### src/rtl/tusca_pkg.sv
// tusca_uc shared types: controller state encoding and debug width.
// The optional watchdog is enabled by TUSCA_UC_WATCHDOG_EN.
package tusca_pkg;

    localparam int DB_W = 4;

    typedef enum logic [DB_W-1:0] {
        INICIAL          = 4'd0,
        PEDE_CONFIG      = 4'd1,
        ESPERA_CONFIG    = 4'd2,
        MEDE             = 4'd3,
        ESPERA_MEDIDA    = 4'd4,
        TRANSMITE        = 4'd5,
        ESPERA_TRANSMITE = 4'd6,
        AGUARDA          = 4'd7,
        ERRO             = 4'd15
    } estado_t;

    function automatic logic is_espera(estado_t s);
        return (s == ESPERA_CONFIG) || (s == ESPERA_MEDIDA) ||
               (s == ESPERA_TRANSMITE);
    endfunction

endpackage

### src/rtl/tusca_uc_if.sv
// Datapath handshake bundle between tusca_uc (master) and its datapath.
interface tusca_uc_if;

    logic pronto_config;
    logic erro_config;
    logic pronto_medida;
    logic erro_medida;
    logic pronto_transmite_medida;
    logic fim_delay;

    logic receber_config;
    logic medir_dht11;
    logic transmite_medida;
    logic zera_delay;
    logic conta_delay;
    logic gira;

    modport master (
        input  pronto_config, erro_config, pronto_medida, erro_medida,
        input  pronto_transmite_medida, fim_delay,
        output receber_config, medir_dht11, transmite_medida,
        output zera_delay, conta_delay, gira
    );

    modport slave (
        output pronto_config, erro_config, pronto_medida, erro_medida,
        output pronto_transmite_medida, fim_delay,
        input  receber_config, medir_dht11, transmite_medida,
        input  zera_delay, conta_delay, gira
    );

endinterface

### src/rtl/tusca_uc_watchdog.sv
// watchdog_uc: counts cycles while conta=1; fim flags the last allowed cycle.
module watchdog_uc #(
    parameter int unsigned TIMEOUT_CICLOS = 50_000_000
) (
    input  logic clock,
    input  logic reset,
    input  logic zera,
    input  logic conta,
    output logic fim
);

    localparam int W = $clog2(TIMEOUT_CICLOS + 1);
    localparam logic [W-1:0] LIM = W'(TIMEOUT_CICLOS - 1);

    logic [W-1:0] cnt;

    always_ff @(posedge clock or negedge reset) begin
        if (!reset) begin
            cnt <= '0;
        end else if (zera) begin
            cnt <= '0;
        end else if (conta && (cnt != LIM)) begin
            cnt <= cnt + 1'b1;
        end
    end

    assign fim = conta && (cnt == LIM);

endmodule

### src/rtl/tusca_uc.sv
// tusca_uc: Moore controller sequencing config, measurement and transmit.
// Define TUSCA_UC_WATCHDOG_EN to add a timeout on every ESPERA_* state.
module tusca_uc
    import tusca_pkg::*;
#(
    parameter int MAX_TENTATIVAS = 3,
    parameter int TIMEOUT_CICLOS = 50_000_000
) (
    input  logic            clock,
    input  logic            reset,
    input  logic            ligar,
    input  logic            atualizar_config,
    tusca_uc_if.master      dp,
    output logic            pronto_ciclo,
    output logic            erro,
    output logic [DB_W-1:0] db_estado
);

    localparam int CW = $clog2(MAX_TENTATIVAS + 1);
    localparam logic [CW-1:0] MAXC = CW'(MAX_TENTATIVAS);

    if (TIMEOUT_CICLOS < 1) begin : g_bad_timeout
        $error("TIMEOUT_CICLOS must be at least 1");
    end

    estado_t       estado, prox;
    logic [CW-1:0] cnt, cnt_prox, cnt_inc;
    logic          pendente, pend_prox;
    logic          primeiro, prim_prox;
    logic          timeout;

`ifdef TUSCA_UC_WATCHDOG_EN
    watchdog_uc #(
        .TIMEOUT_CICLOS(TIMEOUT_CICLOS)
    ) u_watchdog (
        .clock (clock),
        .reset (reset),
        .zera  (!is_espera(estado)),
        .conta (is_espera(estado)),
        .fim   (timeout)
    );
`else
    assign timeout = 1'b0;
`endif

    always_ff @(posedge clock or negedge reset) begin
        if (!reset) begin
            estado   <= INICIAL;
            cnt      <= '0;
            pendente <= 1'b0;
            primeiro <= 1'b0;
        end else begin
            estado   <= prox;
            cnt      <= cnt_prox;
            pendente <= pend_prox;
            primeiro <= prim_prox;
        end
    end

    // Saturating failure count; retry target chosen per wait state
    assign cnt_inc = (cnt == MAXC) ? cnt : cnt + 1'b1;

    always_comb begin
        prox      = estado;
        cnt_prox  = cnt;
        pend_prox = pendente | atualizar_config;
        prim_prox = 1'b0;
        if (!ligar) begin
            prox      = INICIAL;
            cnt_prox  = '0;
            pend_prox = 1'b0;
        end else begin
            unique case (estado)
                INICIAL:     prox = PEDE_CONFIG;
                PEDE_CONFIG: prox = ESPERA_CONFIG;
                ESPERA_CONFIG: begin
                    if (dp.erro_config || timeout) begin
                        cnt_prox = cnt_inc;
                        prox = (cnt_inc >= MAXC) ? ERRO : PEDE_CONFIG;
                    end else if (dp.pronto_config) begin
                        cnt_prox = '0;
                        prox     = MEDE;
                    end
                end
                MEDE: prox = ESPERA_MEDIDA;
                ESPERA_MEDIDA: begin
                    if (dp.erro_medida || timeout) begin
                        cnt_prox = cnt_inc;
                        prox = (cnt_inc >= MAXC) ? ERRO : MEDE;
                    end else if (dp.pronto_medida) begin
                        cnt_prox = '0;
                        prox     = TRANSMITE;
                    end
                end
                TRANSMITE: prox = ESPERA_TRANSMITE;
                ESPERA_TRANSMITE: begin
                    if (timeout) begin
                        prox = ERRO;
                    end else if (dp.pronto_transmite_medida) begin
                        prox      = AGUARDA;
                        prim_prox = 1'b1;
                    end
                end
                AGUARDA: begin
                    if (dp.fim_delay) begin
                        prox = (pendente || atualizar_config) ?
                               PEDE_CONFIG : MEDE;
                    end
                end
                ERRO:    prox = ERRO;
                default: prox = INICIAL;
            endcase
            if (prox == PEDE_CONFIG && estado != PEDE_CONFIG) begin
                pend_prox = 1'b0;
            end
        end
    end

    always_comb begin
        dp.receber_config   = 1'b0;
        dp.medir_dht11      = 1'b0;
        dp.transmite_medida = 1'b0;
        dp.zera_delay       = 1'b0;
        dp.conta_delay      = 1'b0;
        dp.gira             = 1'b0;
        pronto_ciclo        = 1'b0;
        erro                = 1'b0;
        unique case (estado)
            PEDE_CONFIG: dp.receber_config = 1'b1;
            MEDE: begin
                dp.medir_dht11 = 1'b1;
                dp.zera_delay  = 1'b1;
            end
            TRANSMITE: dp.transmite_medida = 1'b1;
            AGUARDA: begin
                dp.conta_delay = 1'b1;
                dp.gira        = 1'b1;
                pronto_ciclo   = primeiro;
            end
            ERRO:    erro = 1'b1;
            default: ;
        endcase
    end

    assign db_estado = estado;

endmodule

### src/flat_wrapper.sv
// flat-port wrapper written by rule: the top's interface ports become plain ports
module tusca_uc_flat import tusca_pkg::*;
#(
    parameter int MAX_TENTATIVAS = 3,
    parameter int TIMEOUT_CICLOS = 50_000_000
)
  (clock, reset, ligar, atualizar_config, pronto_ciclo, erro, db_estado, dp_pronto_config, dp_erro_config, dp_pronto_medida, dp_erro_medida, dp_pronto_transmite_medida, dp_fim_delay, dp_receber_config, dp_medir_dht11, dp_transmite_medida, dp_zera_delay, dp_conta_delay, dp_gira);
  tusca_uc_if dp_i ();
  input  logic clock;
  input  logic reset;
  input  logic ligar;
  input  logic atualizar_config;
  output logic pronto_ciclo;
  output logic erro;
  output logic [DB_W-1:0] db_estado;
  input wire logic [$bits(dp_i.pronto_config)-1:0] dp_pronto_config;
  input wire logic [$bits(dp_i.erro_config)-1:0] dp_erro_config;
  input wire logic [$bits(dp_i.pronto_medida)-1:0] dp_pronto_medida;
  input wire logic [$bits(dp_i.erro_medida)-1:0] dp_erro_medida;
  input wire logic [$bits(dp_i.pronto_transmite_medida)-1:0] dp_pronto_transmite_medida;
  input wire logic [$bits(dp_i.fim_delay)-1:0] dp_fim_delay;
  output wire logic [$bits(dp_i.receber_config)-1:0] dp_receber_config;
  output wire logic [$bits(dp_i.medir_dht11)-1:0] dp_medir_dht11;
  output wire logic [$bits(dp_i.transmite_medida)-1:0] dp_transmite_medida;
  output wire logic [$bits(dp_i.zera_delay)-1:0] dp_zera_delay;
  output wire logic [$bits(dp_i.conta_delay)-1:0] dp_conta_delay;
  output wire logic [$bits(dp_i.gira)-1:0] dp_gira;
  assign dp_i.pronto_config = dp_pronto_config;
  assign dp_i.erro_config = dp_erro_config;
  assign dp_i.pronto_medida = dp_pronto_medida;
  assign dp_i.erro_medida = dp_erro_medida;
  assign dp_i.pronto_transmite_medida = dp_pronto_transmite_medida;
  assign dp_i.fim_delay = dp_fim_delay;
  assign dp_receber_config = dp_i.receber_config;
  assign dp_medir_dht11 = dp_i.medir_dht11;
  assign dp_transmite_medida = dp_i.transmite_medida;
  assign dp_zera_delay = dp_i.zera_delay;
  assign dp_conta_delay = dp_i.conta_delay;
  assign dp_gira = dp_i.gira;
  tusca_uc #(.MAX_TENTATIVAS(MAX_TENTATIVAS), .TIMEOUT_CICLOS(TIMEOUT_CICLOS)) u_core (.clock(clock), .reset(reset), .ligar(ligar), .atualizar_config(atualizar_config), .dp(dp_i), .pronto_ciclo(pronto_ciclo), .erro(erro), .db_estado(db_estado));
endmodule
### config.mk
export PLATFORM = sky130hd
export DESIGN_NAME = tusca_uc_flat
export DESIGN_NICKNAME = d
export VERILOG_FILES = /design/src/rtl/tusca_pkg.sv /design/src/rtl/tusca_uc_if.sv /design/src/rtl/tusca_uc_watchdog.sv /design/src/rtl/tusca_uc.sv /design/src/flat_wrapper.sv
export SDC_FILE = /design/constraint.sdc
export NUM_CORES = 1
export LEC_CHECK = 0
export CELL_PAD_IN_SITES_DETAIL_PLACEMENT = 1
export CELL_PAD_IN_SITES_GLOBAL_PLACEMENT = 2
export CORE_MARGIN = 2
export CORE_UTILIZATION = 23
export CTS_BUF_LIST = sky130_fd_sc_hd__clkbuf_4
export DETAILED_ROUTE_END_ITERATION = 16
export PLACE_DENSITY_LB_ADDON = 0.2
export SKIP_LAST_GASP = 1
export SYNTH_ARGS = -nofsm -noshare
export SYNTH_HDL_FRONTEND = slang
export SYNTH_SLANG_ARGS = --single-unit
### constraint.sdc
create_clock -name clock -period 1.7 [get_ports clock]
set_clock_uncertainty 0.1 [all_clocks]
set_input_delay 0.17 -clock clock [delete_from_list [all_inputs] [get_ports clock]]
set_output_delay 0.17 -clock clock [all_outputs]
set_load 0.01 [all_outputs]
Word level (Yosys, flattened, before mapping) --
Cells that the tools add are included.
Storage, ports and cells: register bits after elaboration 8, input bits 10, output and inout bits 12, logic and storage cells 55
Operators by class: add/sub/neg operators 1, magnitude comparators 1, eq/ne operators 14, multiplexer cells 30, bitwise gates (word level) 1, reductions and logical operators 4
Operators by type and width (count):
- $mux 4 | 10
- $pmux 4 s9 | 1
- $eq 4x3->1 const B | 4
- $mux 2 | 7
- $mux 1 | 11
- $eq 4x1->1 const B | 2
- $eq 4x2->1 const B | 2
- $ne 4x4->1 const B | 2
- $eq 4x4->1 const B | 1
- $logic_not 4->1 | 1
- $ne 4x1->1 const B | 1
- $pmux 2 s2 | 1
- $ne 3x1->1 const B | 1
- $reduce_and 3->1 | 1
- $add 2x1->2 const B | 1
- $eq 2x2->1 const B | 1
- $ge 2x2->1 const B | 1
- $logic_and 1x1->1 | 1
- $logic_or 1x1->1 | 1
- $or 1x1->1 | 1

Longest topological paths before layout --
depth after elaboration 11, gate-level depth with buffers 5

Worst setup path before layout --
Ideal clock, no wire load.
path kind register to register, start point register u_core.estado[2] (netlist: u_core.db_estado[2]), end point register u_core.pendente, library setup time 82 ps, arrival time 1480 ps, slack 38 ps, stages on the path, launching flop included 6, period minus slack after synthesis 1662 ps, cell sequence dfrtp_1 -> buf_6 -> and3_4 -> a2111o_1 -> a32o_2 -> a31oi_1
On the way: longest elaborated chain between the ends 8
RTL lines:
- start: declaration | RTL line tusca_uc.sv:26 | estado_t estado, prox;
- start signal: assignment | RTL line tusca_uc.sv:53 | estado <= prox;
- $mux 4, on equally long branches | RTL line tusca_uc.sv:90, tusca_uc.sv:80
- $mux 4, on equally long branches | RTL line tusca_uc.sv:87, tusca_uc.sv:77
- $pmux 4 s9 | RTL line tusca_uc.sv:73 | unique case (estado)
- $mux 4 | RTL line tusca_uc.sv:68 | if (!ligar) begin
- $eq 4x1->1 | RTL line tusca_uc.sv:113 | if (prox == PEDE_CONFIG && estado != PEDE_CONFIG) begin
- $logic_and 1x1->1 (*) | RTL line tusca_uc.sv:113
- $mux 1 (*) | RTL line tusca_uc.sv:113
- $mux 1 (*) | RTL line tusca_uc.sv:68
- net u_core.pend_prox | RTL line tusca_uc.sv:28 | logic pendente, pend_prox;
- end signal: assignment | RTL line tusca_uc.sv:55 | pendente <= pend_prox;
- end: declaration | RTL line tusca_uc.sv:28
Mark *: on every way through the listed nets, which the timed path passes. The rest lies on a longest branch. The select of a mux whose other input is x is not followed. A chain may end at the register's enable or synchronous reset.

Final worst setup path --
start point register u_core.estado[3] (netlist: u_core.db_estado[3]), end point register u_core.cnt[0]
On the way: longest elaborated chain between the ends 3
RTL lines:
- $eq 4x3->1 or $eq 4x2->1 (tied branches) | RTL line tusca_uc.sv:73
- $ne 4x4->1 (no source line), or another cell as far along
- $reduce_and 3->1 (no source line) or $mux 2 (tied branches)
- end signal: assignment | RTL line tusca_uc.sv:54 | cnt <= cnt_prox;
- end: declaration | RTL line tusca_uc.sv:27 | logic [CW-1:0] cnt, cnt_prox, cnt_inc;
Parallel ways exist; a longest one is shown, timed or not.

==> flow_summary.json <==
{
  "status": "finished with violations",
  "failed_checks": "setup timing",
  "postSynth.asyncResetShare": 1.00,
  "cp-end-kind": "flop",
  "synthToLayoutAreaGrowth_pct": 76.8,
  "vias": 745,
  "worst_pin_slew_ps": 404,
  "first_iter_violations": 8,
  "vdd_ir_drop_max_mv": 0.596,
  "cts.clk_slew.worst_paths_ps": 50,
  "avgSynthCellArea_um2": 8.71,
  "syn_nets": 83,
  "p_sw_frac": 0.375,
  "wl_per_cell_um": 14.8,
  "setup_viol": 6,
  "fin_crit_sh": 1.05,
  "worstSetupStartpointType": "flop",
  "grt_util_met1": 0.179,
  "crit_required_ps": 1730,
  "rrSetupSlack_ps": -90,
  "routabilityCongestion": 0.748,
  "cp_max_fo": 5,
  "clkSinkCount": 8,
  "final_cells": 150,
  "dp_cells": 137,
  "synth_seq_cells": 8,
  "die_x_um": 56.6,
  "drv_slew": 0,
  "busiest_layer": "met2",
  "drive_above_1_share": 0.487,
  "antenna_found_initial": 0,
  "final_hold_viol_count": 0,
  "die_h_um": 56.6,
  "root_buffer": "clkbuf_4",
  "cap_violations": 0,
  "p_total_mw": 1.22,
  "io_pins": 22,
  "use_met3": 0.0115,
  "leakagePower_nw": 0.530,
  "core_mm2": 0.00269,
  "seq_power_share": 0.254,
  "clockPowerShare": 0.113,
  "grt_max_degree": 11,
  "std_cell_rows": 19,
  "cts_max_level": 1,
  "holdBufCountCts": 0,
  "r2r-start": "u_core.db_estado[3]$_DFF_PN0_",
  "final_cell_mix": "buf_4 (23), nor2_1 (10), clkdlybuf4s50_1 (10), clkbuf_2 (6), buf_6 (5)",
  "ys_seq_area_frac": 0.315,
  "combPwrFrac": 0.633,
  "ant_nets": 0,
  "viasPerCell": 4.97,
  "internal_power_mw": 0.765,
  "gr-usage-met2": 0.249,
  "layout_commonest_cell": "buf_4",
  "slew_headroom": 0.730,
  "rsz0062_at_grt": "true",
  "cts_tree": "built",
  "crit_start": "u_core.db_estado[3]$_DFF_PN0_",
  "ys_warn_count": 0,
  "grt_pass1_wl_um": 3600,
  "postRouteWirelength_um": 2220,
  "io_buffers": 21,
  "yosysUniqueCellTypes": 39,
  "grt_pass1_vias": 783,
  "drc": 0,
  "cp_data_arrival_time_ps": 1810,
  "synth_area_um2": 636,
  "synth_edf_count": 0,
  "netlist_instances": 73,
  "gr-total-overflow": 0,
  "start_util": 0.237,
  "ys.flop_type": "dfrtp_1",
  "crit_type": "reg2reg",
  "dr.pass1.iters": 4,
  "clk_latency_ps": 250,
  "power.density_mw_per_mm2": 1090,
  "period_needed_ps": 1790,
  "antenna_cells": 0,
  "switchingPower_mw": 0.459,
  "grt.total_usage": 0.140,
  "cts_buffers": 3,
  "die_area_mm2": 0.00320,
  "setup_slack_ps": -88.0,
  "clk_path_buf_depth": 2,
  "nNetsFinal": 131,
  "hold_path.class": "in2async",
  "dp_hpwl_um": 1610,
  "fmax_ghz": 0.559
}
sequential cells by signal (all words and copies together) (netlist names):
signal            cells
u_core.pendente       1
u_core.cnt            2
u_core.db_estado      4
u_core.primeiro       1
per-layer routing:
layer  wire length, um  share of wire
met4                 0              0
met5                 0              0
met3                54          0.024
met1               994           0.45
met2              1170           0.53
cell families (layout without fill, tap and decap cells):
family | Yosys count | in the layout | synth area share
and+or+nand+nor | 38 | 38 | 0.372
muxes | 1 | 1 | 0.0157
AOI/OAI and AO/OA | 17 | 17 | 0.207
buffers and inverters | 9 | 55 | 0.0905
DFF | 8 | 8 | 0.315
worst paths after layout:
path                       cells past startpoint                             to
setup / recovery                               5      u_core.cnt[0]$_DFFE_PN0P_
hold / removal                                 1      u_core.primeiro$_DFF_PN0_
setup reg to reg                               5      u_core.cnt[0]$_DFFE_PN0P_
hold reg to reg                                2      u_core.cnt[0]$_DFFE_PN0P_
max in group asynchronous                      1  u_core.db_estado[3]$_DFF_PN0_
min in group clock                             2      u_core.cnt[0]$_DFFE_PN0P_
power groups by stage:
stage / logic (mW) / clock network [mW] / registers, mW
finish: 0.774 / 0.139 / 0.311
global route: 0.843 / 0.158 / 0.319
CTS: 0.709 / 0.147 / 0.307
detailed placement: 0.593 / 0 / 0.321
global placement: 0.587 / 0 / 0.321
floorplan: 0.336 / 0 / 0.295
synth_stat cells, drive strengths merged, types with 2 or more instances:
library cell	count	share of area
dfrtp	8	0.31
or3	2	0.024
nand4b	2	0.028
or4b	2	0.031
buf	6	0.073
and2	3	0.031
a21oi	4	0.031
nor2	11	0.065
and3	2	0.028
nand3	4	0.031
or2b	2	0.026
o21ai	3	0.024
inv	3	0.018
nand2b	2	0.020
repair_timing:
item	4_1_cts	5_1_grt
pin swaps	7	8
setup endpoints to repair	17	17
setup buffers	6	4
gates resized for setup	24	20
per-stage QoR:
step / setup TNS [ps] / hold slack, ps / worst slack (ps) / util / area, um2
3_3_place_gp: -767 / 367 / -101 / 0.362 / 973
4_1_cts: -526 / 94.9 / -107 / 0.403 / 1080
6_report: -303 / 92.2 / -88.0 / 0.418 / 1120
5_1_grt: -715 / 96.3 / -128 / 0.418 / 1120
2_1_floorplan: 0 / -226 / 38.3 / - / 636
3_5_place_dp: -843 / 367 / -111 / 0.362 / 973
area by class of cell:
type | count | area [um2]
inverters | 3 | 11.3
well taps | 31 | 38.8
fillers | 329 | 1560
flip-flops and latches | 8 | 205
multi-input cells | 56 | 435
repair buffers | 49 | 410
clock buffers | 3 | 22.5
critical path, stage by stage, from the launching register on:
cell	delay (ps)
dfrtp_2	410
buf_6	130
or4b_4	580
mux2i_2	240
nand4b_1	140
o21ai_1	80
Power figures use the tool's default switching activity.
